**src/rtl/shift_register_arbiter_if.sv**
```systemverilog
// shift_register_arbiter_if
//   Bundles the two requester streams, the ShiftRegister drive/return
//   signals and the tagged output stream of shift_register_arbiter.
//   Ports (signals):
//     a_valid/a_data/a_last/a_ready  requester A byte stream
//     b_valid/b_data/b_last/b_ready  requester B byte stream
//     sr_enable/sr_data_in           drive to ShiftRegister enable/dataIn
//     sr_data_out                    return from ShiftRegister dataOut
//     out_valid/out_data/out_id/out_last  tagged bytes leaving the register
//     busy                           arbiter or pipeline still active
//   Modports: master = sources + ShiftRegister side, slave = arbiter.
interface shift_register_arbiter_if #(
  parameter int WIDTH = 8
);
  logic             a_valid;
  logic [WIDTH-1:0] a_data;
  logic             a_last;
  logic             a_ready;
  logic             b_valid;
  logic [WIDTH-1:0] b_data;
  logic             b_last;
  logic             b_ready;
  logic             sr_enable;
  logic [WIDTH-1:0] sr_data_in;
  logic [WIDTH-1:0] sr_data_out;
  logic             out_valid;
  logic [WIDTH-1:0] out_data;
  logic             out_id;
  logic             out_last;
  logic             busy;

  modport master (
    output a_valid, a_data, a_last, b_valid, b_data, b_last, sr_data_out,
    input  a_ready, b_ready, sr_enable, sr_data_in,
           out_valid, out_data, out_id, out_last, busy
  );

  modport slave (
    input  a_valid, a_data, a_last, b_valid, b_data, b_last, sr_data_out,
    output a_ready, b_ready, sr_enable, sr_data_in,
           out_valid, out_data, out_id, out_last, busy
  );
endinterface

```
**src/rtl/shift_register_arbiter.sv**
```systemverilog
// shift_register_arbiter
//   Packet-level round-robin arbiter between two byte streams feeding an
//   external DEPTH-stage ShiftRegister. One requester owns the register for
//   a whole packet; after the last beat the register is flushed with zeros
//   for DEPTH cycles so every byte of the packet is shifted out and reported
//   with its owner id and last flag.
//   Ports:
//     clk  rising-edge clock
//     rst  asynchronous, active-low reset
//     bus  shift_register_arbiter_if.slave (streams, register drive, output)
//
//   state   | meaning
//   --------+-----------------------------------------------------------
//   IDLE    | no packet owned; picks a requester when any valid is high
//   STREAM  | granted requester readied, accepted beats shift in
//   FLUSH   | zeros shifted in for DEPTH cycles to drain the packet
module shift_register_arbiter #(
  parameter int WIDTH = 8,
  parameter int DEPTH = 4
) (
  input logic                     clk,
  input logic                     rst,
  shift_register_arbiter_if.slave bus
);
  localparam int CW = $clog2(DEPTH);

  typedef enum logic [1:0] {
    S_IDLE   = 2'd0,
    S_STREAM = 2'd1,
    S_FLUSH  = 2'd2
  } state_t;

  state_t           r_state;
  state_t           w_next_state;
  logic             r_grant;
  logic             r_rr_ptr;
  logic [CW-1:0]    r_cnt;
  logic [DEPTH-1:0] r_tag_v;
  logic [DEPTH-1:0] r_tag_id;
  logic [DEPTH-1:0] r_tag_last;
  logic             r_fresh;

  logic             w_any_req;
  logic             w_idle_pick;
  logic             w_sel_valid;
  logic [WIDTH-1:0] w_sel_data;
  logic             w_sel_last;
  logic             w_beat;
  logic             w_flush_done;
  logic             w_a_ready;
  logic             w_b_ready;
  logic             w_sr_enable;
  logic [WIDTH-1:0] w_sr_data_in;
  logic             w_out_valid;

  assign w_any_req    = bus.a_valid | bus.b_valid;
  // Contention goes to the pointer; a lone requester wins outright.
  assign w_idle_pick  = (bus.a_valid & bus.b_valid) ? r_rr_ptr : bus.b_valid;
  assign w_sel_valid  = r_grant ? bus.b_valid : bus.a_valid;
  assign w_sel_data   = r_grant ? bus.b_data  : bus.a_data;
  assign w_sel_last   = r_grant ? bus.b_last  : bus.a_last;
  assign w_beat       = (r_state == S_STREAM) & w_sel_valid;
  assign w_flush_done = (r_cnt == CW'(DEPTH - 1));

  // State register
  always_ff @(posedge clk or negedge rst) begin
    if (!rst) begin
      r_state <= S_IDLE;
    end else begin
      r_state <= w_next_state;
    end
  end

  // Next-state logic
  always_comb begin
    w_next_state = r_state;
    case (r_state)
      S_IDLE:   if (w_any_req) w_next_state = S_STREAM;
      S_STREAM: if (w_beat && w_sel_last) w_next_state = S_FLUSH;
      S_FLUSH:  if (w_flush_done) w_next_state = S_IDLE;
      default:  w_next_state = S_IDLE;
    endcase
  end

  // Output logic: readies come from registered state only, the register
  // drive follows the granted valid/data combinationally.
  always_comb begin
    w_a_ready    = 1'b0;
    w_b_ready    = 1'b0;
    w_sr_enable  = 1'b0;
    w_sr_data_in = '0;
    case (r_state)
      S_STREAM: begin
        w_a_ready    = ~r_grant;
        w_b_ready    = r_grant;
        w_sr_enable  = w_sel_valid;
        w_sr_data_in = w_sel_valid ? w_sel_data : '0;
      end
      S_FLUSH: begin
        w_sr_enable = 1'b1;
      end
      default: ;
    endcase
  end

  // Grant, round-robin pointer and flush counter
  always_ff @(posedge clk or negedge rst) begin
    if (!rst) begin
      r_grant  <= 1'b0;
      r_rr_ptr <= 1'b0;
      r_cnt    <= '0;
    end else begin
      if (r_state == S_IDLE && w_any_req) begin
        r_grant <= w_idle_pick;
      end
      if (w_beat && w_sel_last) begin
        r_cnt <= '0;
      end else if (r_state == S_FLUSH) begin
        r_cnt <= w_flush_done ? '0 : r_cnt + 1'b1;
      end
      if (r_state == S_FLUSH && w_flush_done) begin
        r_rr_ptr <= ~r_grant;
      end
    end
  end

  // Tag pipe mirrors the external register stage-for-stage. Flush cycles
  // load empty tags, so the zero padding is never reported.
  always_ff @(posedge clk or negedge rst) begin
    if (!rst) begin
      r_tag_v    <= '0;
      r_tag_id   <= '0;
      r_tag_last <= '0;
      r_fresh    <= 1'b0;
    end else begin
      r_fresh <= w_sr_enable;
      if (w_sr_enable) begin
        r_tag_v    <= {r_tag_v[DEPTH-2:0],    w_beat};
        r_tag_id   <= {r_tag_id[DEPTH-2:0],   w_beat & r_grant};
        r_tag_last <= {r_tag_last[DEPTH-2:0], w_beat & w_sel_last};
      end
    end
  end

  // A held (stalled) stage is not fresh, which prevents double reporting.
  assign w_out_valid    = r_tag_v[DEPTH-1] & r_fresh;

  assign bus.a_ready    = w_a_ready;
  assign bus.b_ready    = w_b_ready;
  assign bus.sr_enable  = w_sr_enable;
  assign bus.sr_data_in = w_sr_data_in;
  assign bus.out_valid  = w_out_valid;
  assign bus.out_data   = bus.sr_data_out;
  assign bus.out_id     = w_out_valid & r_tag_id[DEPTH-1];
  assign bus.out_last   = w_out_valid & r_tag_last[DEPTH-1];
  assign bus.busy       = (r_state != S_IDLE) | (|r_tag_v);
endmodule
```
**src/flat_wrapper.sv**
```systemverilog
// flat-port wrapper written by rule: the top's interface ports become plain ports
module shift_register_arbiter_flat 
#(
  parameter int WIDTH = 8,
  parameter int DEPTH = 4
)
  (clk, rst, bus_a_valid, bus_a_data, bus_a_last, bus_b_valid, bus_b_data, bus_b_last, bus_sr_data_out, bus_a_ready, bus_b_ready, bus_sr_enable, bus_sr_data_in, bus_out_valid, bus_out_data, bus_out_id, bus_out_last, bus_busy);
  shift_register_arbiter_if #(.WIDTH(WIDTH)) bus_i ();
  input logic clk;
  input logic rst;
  input wire logic [$bits(bus_i.a_valid)-1:0] bus_a_valid;
  input wire logic [$bits(bus_i.a_data)-1:0] bus_a_data;
  input wire logic [$bits(bus_i.a_last)-1:0] bus_a_last;
  input wire logic [$bits(bus_i.b_valid)-1:0] bus_b_valid;
  input wire logic [$bits(bus_i.b_data)-1:0] bus_b_data;
  input wire logic [$bits(bus_i.b_last)-1:0] bus_b_last;
  input wire logic [$bits(bus_i.sr_data_out)-1:0] bus_sr_data_out;
  output wire logic [$bits(bus_i.a_ready)-1:0] bus_a_ready;
  output wire logic [$bits(bus_i.b_ready)-1:0] bus_b_ready;
  output wire logic [$bits(bus_i.sr_enable)-1:0] bus_sr_enable;
  output wire logic [$bits(bus_i.sr_data_in)-1:0] bus_sr_data_in;
  output wire logic [$bits(bus_i.out_valid)-1:0] bus_out_valid;
  output wire logic [$bits(bus_i.out_data)-1:0] bus_out_data;
  output wire logic [$bits(bus_i.out_id)-1:0] bus_out_id;
  output wire logic [$bits(bus_i.out_last)-1:0] bus_out_last;
  output wire logic [$bits(bus_i.busy)-1:0] bus_busy;
  assign bus_i.a_valid = bus_a_valid;
  assign bus_i.a_data = bus_a_data;
  assign bus_i.a_last = bus_a_last;
  assign bus_i.b_valid = bus_b_valid;
  assign bus_i.b_data = bus_b_data;
  assign bus_i.b_last = bus_b_last;
  assign bus_i.sr_data_out = bus_sr_data_out;
  assign bus_a_ready = bus_i.a_ready;
  assign bus_b_ready = bus_i.b_ready;
  assign bus_sr_enable = bus_i.sr_enable;
  assign bus_sr_data_in = bus_i.sr_data_in;
  assign bus_out_valid = bus_i.out_valid;
  assign bus_out_data = bus_i.out_data;
  assign bus_out_id = bus_i.out_id;
  assign bus_out_last = bus_i.out_last;
  assign bus_busy = bus_i.busy;
  shift_register_arbiter #(.WIDTH(WIDTH), .DEPTH(DEPTH)) u_core (.clk(clk), .rst(rst), .bus(bus_i));
endmodule
```
**config.mk**
```make
export PLATFORM = sky130hd
export DESIGN_NAME = shift_register_arbiter_flat
export DESIGN_NICKNAME = d
export VERILOG_FILES = /design/src/rtl/shift_register_arbiter_if.sv /design/src/rtl/shift_register_arbiter.sv /design/src/flat_wrapper.sv
export SDC_FILE = /design/constraint.sdc
export NUM_CORES = 1
export LEC_CHECK = 0
export CELL_PAD_IN_SITES_DETAIL_PLACEMENT = 1
export CELL_PAD_IN_SITES_GLOBAL_PLACEMENT = 1
export CORE_ASPECT_RATIO = 1.4
export CORE_MARGIN = 1
export CORE_UTILIZATION = 32
export DETAILED_ROUTE_END_ITERATION = 10
export GPL_TIMING_DRIVEN = 0
export PLACE_DENSITY = 0.85
export SYNTH_ARGS = -nofsm -noshare
export SYNTH_HDL_FRONTEND = slang
export SYNTH_SLANG_ARGS = --single-unit
```
**constraint.sdc**
```tcl
create_clock -name clk -period 3.82 [get_ports clk]
set_clock_uncertainty 0.15 [all_clocks]
set_input_delay 0.955 -clock clk [delete_from_list [all_inputs] [get_ports clk]]
set_output_delay 0.955 -clock clk [all_outputs]
set_load 0.005 [all_outputs]
```
==> results of run 1 <==
## power by group through the flow
stage               sequential, mW  clock, mW  combinational [mW]
finish                       0.337      0.137               0.594
global placement             0.331          0               0.567
detailed placement           0.339          0               0.592
floorplan                    0.320          0               0.391
CTS                          0.336      0.141               0.606
global route                 0.347      0.152               0.655
## final cells by class
class	count	share of cell area [%]
tap	39	2.964
inverter	5	1.292
timing repair buffer	45	27.36
clock buffer	4	2.736
buffer	10	4.559
sequential	19	28.88
multi-input combinational	66	32.22
## metrics by stage
stage	std cells	util, %	hold WS [ps]	TNS (ps)
3_3_place_gp	183	49.53	326.6	0
5_1_grt	188	51.25	388.9	0
4_1_cts	188	51.17	363.9	0
6_report	188	51.25	358.9	0
3_5_place_dp	183	49.53	349.7	-18.67
2_1_floorplan	100	-	298.4	0
## cell families after synthesis
kind of cell | synth area share, %
multiplexers | 22.02
buffers and inverters | 8.740
adder cells (fa/ha/maj) | 5.675
flip-flops | 43.13
AO/OA/AOI/OAI | 8.514
AND/OR/NAND/NOR | 11.92
## worst reg2reg max path, cell delays in order (launching register included)
cell	delay, ps
dfrtp_1	380
buf_6	140
mux2_4	300
and2_4	180
o21ai_4	190
buf_4	170
mux2_2	330
## synth_stat cells (all sizes together)
library cell and number:
o21ai 2, a32o 1, dfrtp 19, nor4 1, nand3 2, a31oi 1, and3 2, ha 5
mux2 10, nand3b 1, clkbuf 1, a22o 2, a21oi 6, nand2 6, a31o 1, inv 5
and2 3, nor2 12, mux2i 10, buf 9, nor2b 1
## flip-flops by register name, summed over array words and instances, names as in the netlist
| signal | cells |
|---|---|
| u_core.r_tag_id | 4 |
| u_core.r_tag_last | 4 |
| u_core.r_tag_v | 4 |
| u_core.r_cnt | 2 |
| u_core.r_state | 2 |
| u_core.r_fresh | 1 |
| u_core.r_grant | 1 |
| u_core.r_rr_ptr | 1 |
## routing by layer
| layer | GRT usage [%] | up-vias |
|---|---|---|
| met3 | 4.034 | 3 |
| met4 | 6.006 | 0 |
| met2 | 30.74 | 50 |
| met5 | 0 | - |
| met1 | 17.18 | 437 |
| li1 | - | 433 |
## worst max-delay path by stage
stage / from / endpoint / slack, ps / depth (start not counted)
after global routing: bus_a_valid / bus_sr_enable / 20 / 6
final: bus_a_valid / bus_sr_enable / 50 / 6
after floorplan: bus_a_valid / bus_sr_enable / 1050 / 4
after global placement: bus_b_valid / bus_sr_enable / 20 / 6
after CTS: bus_a_valid / bus_sr_enable / 50 / 6
after detailed placement: bus_a_valid / bus_sr_enable / -20 / 6
## repair_timing
item                       in CTS  in global routing
setup endpoints to repair       1                  1
pin swaps                       1                  0
buffers inserted                1                  0
gates resized for setup         0                  1
hold endpoints to repair        0                  0
hold buffers                    0                  0
==> run summary, run 1 <==
The flow ran to the end, and the final reports show no timing, DRC or antenna violations. Clock tree synthesis selected as its root buffer the cell clkbuf_8. The switching part of the total came out at 35.46%.

The signal on the critical path passes through clkdlybuf4s50_1 > mux2_4 > and2_4 > o21ai_4 > inv_4 > clkdlybuf4s50_1. The share of power burned in the clock network is 12.8%. The area of the die is 3687 µm².

The critical path is of the in -> out type. Of the cells placed in the final design, the portion with a size suffix greater than 1 is 18.12%. The completed layout was analyzed and its total power is 1.068 mW. After detailed routing, the average wire length per cell comes to 14.21 µm.

The number of global-route vias before repair is 1119. The multi-input combinational cells in the finished layout cover a total of 530.5 µm². The maximum level of the CTS H-tree came out at 1. The worst register-to-register path has a setup slack of 1880 ps. The die outline width is 51.61 µm. TritonCTS built the clock tree. The area growth from synthesis to layout is 49.38%.

Counting distinct cell types in the post-synthesis netlist gives 26. The count of clock tree sinks came out at 19. The required time at the endpoint of the critical path came out at 2710 ps. The sequential cell area in the final layout came out at 475.5 µm². Along the worst hold path, the cell count comes to 1.

The start point of the worst min-delay path is u_core.r_tag_id[0]. The cell area power density came out at 648.6 nW/µm². The number of nets in the synthesized netlist is 135. Along the worst path, the maximum fanout reaches 9. The post-detailed-placement cell area came out at 1592 µm².

Setup repair after global routing left no endpoint under its margin. The routed via count divided by cell count is 4.910. The startpoint identified for the worst register-to-register timing path is u_core.r_grant.

The number of antenna violations at the first check in global routing came out at 0. For this run, the number of Yosys warnings is 0. The worst hold path terminates at u_core.r_tag_id[0].

The top cell type's share of synthesized area came out at 43.13%. In the global route stage, overall resource usage came out at 16.46%. The average cell area after synthesis is 11.02 µm². 0 antenna diodes ended up in the layout. The HPWL reported at the end of detailed placement is 2159 µm.

In the layout the commonest cells are clkdlybuf4s50_1 (43), dfrtp_1 (19), nor2_1 (12). The maximum clock insertion buffer count came out at 2. The endpoint of the worst register-to-register path is u_core.r_tag_last[2]. Cell internal power was estimated by the tool at 0.6893 mW. Setup violations remaining at the end of the flow were counted as 0. The smallest setup slack after layout came out at 54.87 ps. The largest voltage drop on the vdd net came out at 0.2746 mV. In the final routing, the length of wire on met1 measures 1006 µm. The final cycle utilization of the critical path is 98.56%. The leakage power came out at 0.7414 nW. The met2 routed wirelength came out at 1427 µm.

The number of hold violations in the final report is 0. The detailed route wirelength on metal3 is 207 µm. Of all cell types, the one taking the most synthesized area is dfrtp_1. The combinational group share of total power came out at 55.6%.

Pin placement for this block handled 53 I/O pins. Grouping stages by cell kind, the critical path spends the most delay in buffers and inverters. The library cell used most frequently in the layout, excluding fill and tap cells, is clkdlybuf4s50_1. The number of cells on the worst reg-to-reg path is 6. The maximum number of pins on one net before global-route repair came out at 20. The switching power is 0.3787 mW. The core area is 3213 µm². The count of nets left with antenna violations once routing finished came out at 0.

Prior to clock tree synthesis, the placed netlist has a worst setup slack of -18.67 ps. The highest attainable clock frequency came out at 265.6 MHz. The share of total power dissipated in sequential elements is 31.6%.

For this run, the register share of the synthesized area comes to 43.13%. For the worst-skew pair, the clock arrives at the later sink with an insertion delay of 250 ps. The number of iterations in the first detailed-routing pass is 4. The placer congestion estimate is 0.7070. The mapped netlist covers 1102 µm². Counting stages on the worst path, the most repeated cell is clkdlybuf4s50_1. The kind of end point of the critical path is a primary output. The area of all placed cells without fillers came out at 1647 µm². The global-route wire length before repair came out at 4664 µm.

The number of fill cells in the layout came out at 350. The final critical path time including I/O delays and setup came out at 3765 ps. The tool flagged a number of max-cap violations equal to 0. The delay of the slowest critical-path stage is 470 ps. The number of buffers added by the clock tree synthesis step is 3. Measured against its own limit, the worst slew margin works out to 44.62%. In this run the worst hold path is classified as reg -> reg. The slowest cell on the critical path is clkdlybuf4s50_1. The initial standard-cell utilization of the core came out at 34.31%.

The floorplan has 24 rows. The count of buffer and inverter cells on the critical path is 3. The arrival time at the worst endpoint came out at 2660 ps.

STA classifies the critical path startpoint as an input pin. The clock transition at the registers of the reported paths came out at 70 ps. The highest metal layer carrying signal wires in the routed design is met4.

The transition time of the tightest slew-check pin is 828.1 ps. The final layout net count is 185. The residual overflow from global routing came out at 0.

Measured along the y axis, the die boundary spans 71.45 µm. The register bit total from synthesis came out at 19. The detailed-route DRC error count came out at 0. The number of max-slew violations in the final report is 0. The number of I/O port buffers came out at 44. The count of routing violations after the opening detailed-route iteration came out at 15.

After synthesis, the cell types taking the most area are dfrtp_1 (43%), mux2_4 (11%), mux2i_1 (9.1%). The number of vias in the routed layout is 923. The number of cells produced by synthesis came out at 100. The final wirelength is 2671 µm.
No activity file was read; power rests on OpenSTA's default activity.
==> run 2: changes to the inputs <==
--- a/config.mk
+++ b/config.mk
@@ -13,6 +13,7 @@
 export DETAILED_ROUTE_END_ITERATION = 10
 export GPL_TIMING_DRIVEN = 0
 export PLACE_DENSITY = 0.85
+export SETUP_SLACK_MARGIN = 0.2
 export SYNTH_ARGS = -nofsm -noshare
 export SYNTH_HDL_FRONTEND = slang
 export SYNTH_SLANG_ARGS = --single-unit
==> run summary, run 2 (same netlist as run 1, synthesis figures left out) <==
The total power draw came out at 1.067 mW. The maximum number of pins on one net before global-route repair came out at 20. Global routing used 16.46% of the available tracks. The final wirelength is 2669 µm. The number of max-slew violations in the final report came to 0.

In the finished design, the share of the clock period the worst path needs comes to 92.89%. The critical path is of the in -> out type. The worst register-to-register path begins at u_core.r_grant.

The clock tree from TritonCTS is built. In this run the tool buffered the top-level ports with 44 buffer cells. The final layout net count came out at 185. For this design, the sink count on the clock tree is 19. The routed via count divided by cell count came out at 4.910.

In this run, the combinational gates consume 55.6% of the power. From bottom edge to top edge, the die measures 71.45 µm. Along the worst path, the maximum fanout reaches 9.

The number of iterations in the first detailed-routing pass is 4. CTS built an H-tree with a depth of 1. The startpoint identified for the worst hold timing path is u_core.r_tag_id[0].

At the end of routability-driven placement, the weighted congestion stood at 0.7070. The cell sitting at the root of the clock tree is a clkbuf_8. The register-to-register setup slack came out at 1880 ps. The switching part of the total came out at 35.48%. The area of all placed cells without fillers came out at 1642 µm². The die outline width is 51.61 µm. The number of antenna violations at the first check in global routing is 0.

The count of final setup violators came out at 0. The remaining antenna violation count after routing came out at 0. The cell area power density came out at 650.2 nW/µm².

The required time at the endpoint of the critical path came out at 2710 ps. The worst hold-check slack is 358.9 ps. The number of global-route vias before repair came out at 1119.

The worst setup timing slack at the placement stage is -18.67 ps. For the pin with the worst max-slew slack, the measured transition is 828.1 ps. For this block, the initial DRC count from the detailed router was 15. For this design the top-level I/O count stands at 53. The core area came out at 3213 µm². The number of hold violations in the final report is 0. Across the VDD grid, the largest voltage drop is 0.2747 mV. The share of power burned in the clock network is 12.8%. At the worst endpoint, the arrival time is 2440 ps. In this run the static leakage power is 0.7349 nW. The number of vias in the routed layout is 923. After detailed routing, the average wire length per cell comes to 14.20 µm. In the layout the commonest cells are clkdlybuf4s50_1 (42), dfrtp_1 (19), nor2_1 (12). The worst setup path is captured at a primary output. The tool flagged a number of max-cap violations equal to 0. Fill cells in the final layout number 351.

The area of the die is 3687 µm². Cells with a size suffix above 1 make up 18.12% of the layout. The switching power is 0.3787 mW. After floorplanning, the core was divided into 24 placement rows. The largest registers in the layout are u_core.r_tag_id: 4 flops, u_core.r_tag_last: 4 flops, u_core.r_tag_v: 4 flops. The area growth from synthesis to final layout is 48.92%.

The residual overflow from global routing came out at 0. The clock transition at the registers of the reported paths is 70 ps. The clock latency on the worst-skew pair came out at 250 ps. The detailed-route DRC error count is 0.

The post-detailed-placement cell area is 1592 µm². The internal power came out at 0.6886 mW. The initial standard-cell utilization of the core is 34.31%. The highest attainable clock frequency is 281.8 MHz. Counting the buffers created by CTS gives 3. Tracing the worst setup path back leads to its startpoint at bus_a_valid.

The smallest setup slack after layout came out at 271.7 ps. The maximum clock insertion buffer count came out at 2. The hold buffer count at cts came out at 0.

Setup repair after global routing left no endpoint under its margin. The path class of the tightest hold or removal check is reg -> reg. The normalized max-slew margin is 44.62%.

The run finished with clean final reports. The first global-routing pass estimated 4664 µm of wire. Leaving out fill and tap cells, the most frequent cell in the layout is clkdlybuf4s50_1. The final critical path time including I/O delays and setup is 3548 ps. In this run, flip-flops and latches consume 31.6% of the power.

STA classifies the critical path startpoint as an input pin. Detailed placement finished with a half-perimeter wire length of 2159 µm. The antenna diode count came out at 0.

The final core area utilization came out at 51.09%.
## run 2: cell types whose count changed in the layout (fill, tap and decap cells not counted), sizes merged
cell           change
dlygate4sd2        +2
dlymetal6s2s       -1
clkdlybuf4s50      -1
## run 2: metrics by stage
step                      instances  TNS, ps
after floorplan                 100        0
after global placement          183        0
after detailed placement        183   -18.67
after CTS                       188        0
after global routing            188        0
final                           188        0
## run 2: final timing paths
kind,end,depth (start not counted)
setup / recovery,bus_sr_enable,6
hold / removal,u_core.r_tag_id[0],1
setup reg to reg,u_core.r_tag_last[2],6
hold reg to reg,u_core.r_tag_id[0],1
max in group asynchronous,u_core.r_tag_id[2],1
min in group asynchronous,u_core.r_tag_last[1],1
## run 2: layer usage
metal	vias to the layer above	wire [µm]	global-route usage [%]
met1	437	1004	17.18
met3	3	207	4.034
met4	0	29	6.006
li1	433	-	-
met2	50	1427	30.74
met5	-	0	0
## run 2: power by group through the flow
stage / Clock (mW) / Sequential [mW] / Combinational (mW)
CTS: 0.141 / 0.336 / 0.605
finish: 0.137 / 0.337 / 0.593
global route: 0.152 / 0.347 / 0.654
global placement: 0 / 0.331 / 0.567
floorplan: 0 / 0.320 / 0.391
detailed placement: 0 / 0.339 / 0.592
## run 2: cell type report
cell class | instances | area (µm²) | share of cell area (%)
clock buffer | 4 | 45.04 | 2.744
tap | 39 | 48.80 | 2.973
sequential | 19 | 475.5 | 28.96
inverter | 5 | 21.27 | 1.296
timing repair buffer | 45 | 445.4 | 27.13
multi-input combinational | 66 | 530.5 | 32.32
buffer | 10 | 75.07 | 4.573
## run 2: worst max-delay path, stage by stage
cell and delay [ps]:
dlygate4sd2_1 270, mux2_4 290, and2_4 180, o21ai_4 190
inv_4 110, clkdlybuf4s50_1 460
## run 2: repair_timing
action / CTS / global route
gates resized for setup: 2 / 0
endpoints found under the setup margin: 9 / 0
setup buffers: 1 / 0
==> run 3: changes to the inputs <==
--- a/config.mk
+++ b/config.mk
@@ -5,11 +5,13 @@
 export SDC_FILE = /design/constraint.sdc
 export NUM_CORES = 1
 export LEC_CHECK = 0
+export ABC_CLOCK_PERIOD_IN_PS = 3820
 export CELL_PAD_IN_SITES_DETAIL_PLACEMENT = 1
 export CELL_PAD_IN_SITES_GLOBAL_PLACEMENT = 1
 export CORE_ASPECT_RATIO = 1.4
 export CORE_MARGIN = 1
 export CORE_UTILIZATION = 32
+export CTS_CLUSTER_DIAMETER = 60
 export DETAILED_ROUTE_END_ITERATION = 10
 export GPL_TIMING_DRIVEN = 0
 export PLACE_DENSITY = 0.85
==> results of run 3 <==
The final DEF is identical to that of run 2; final timing and power are the same.
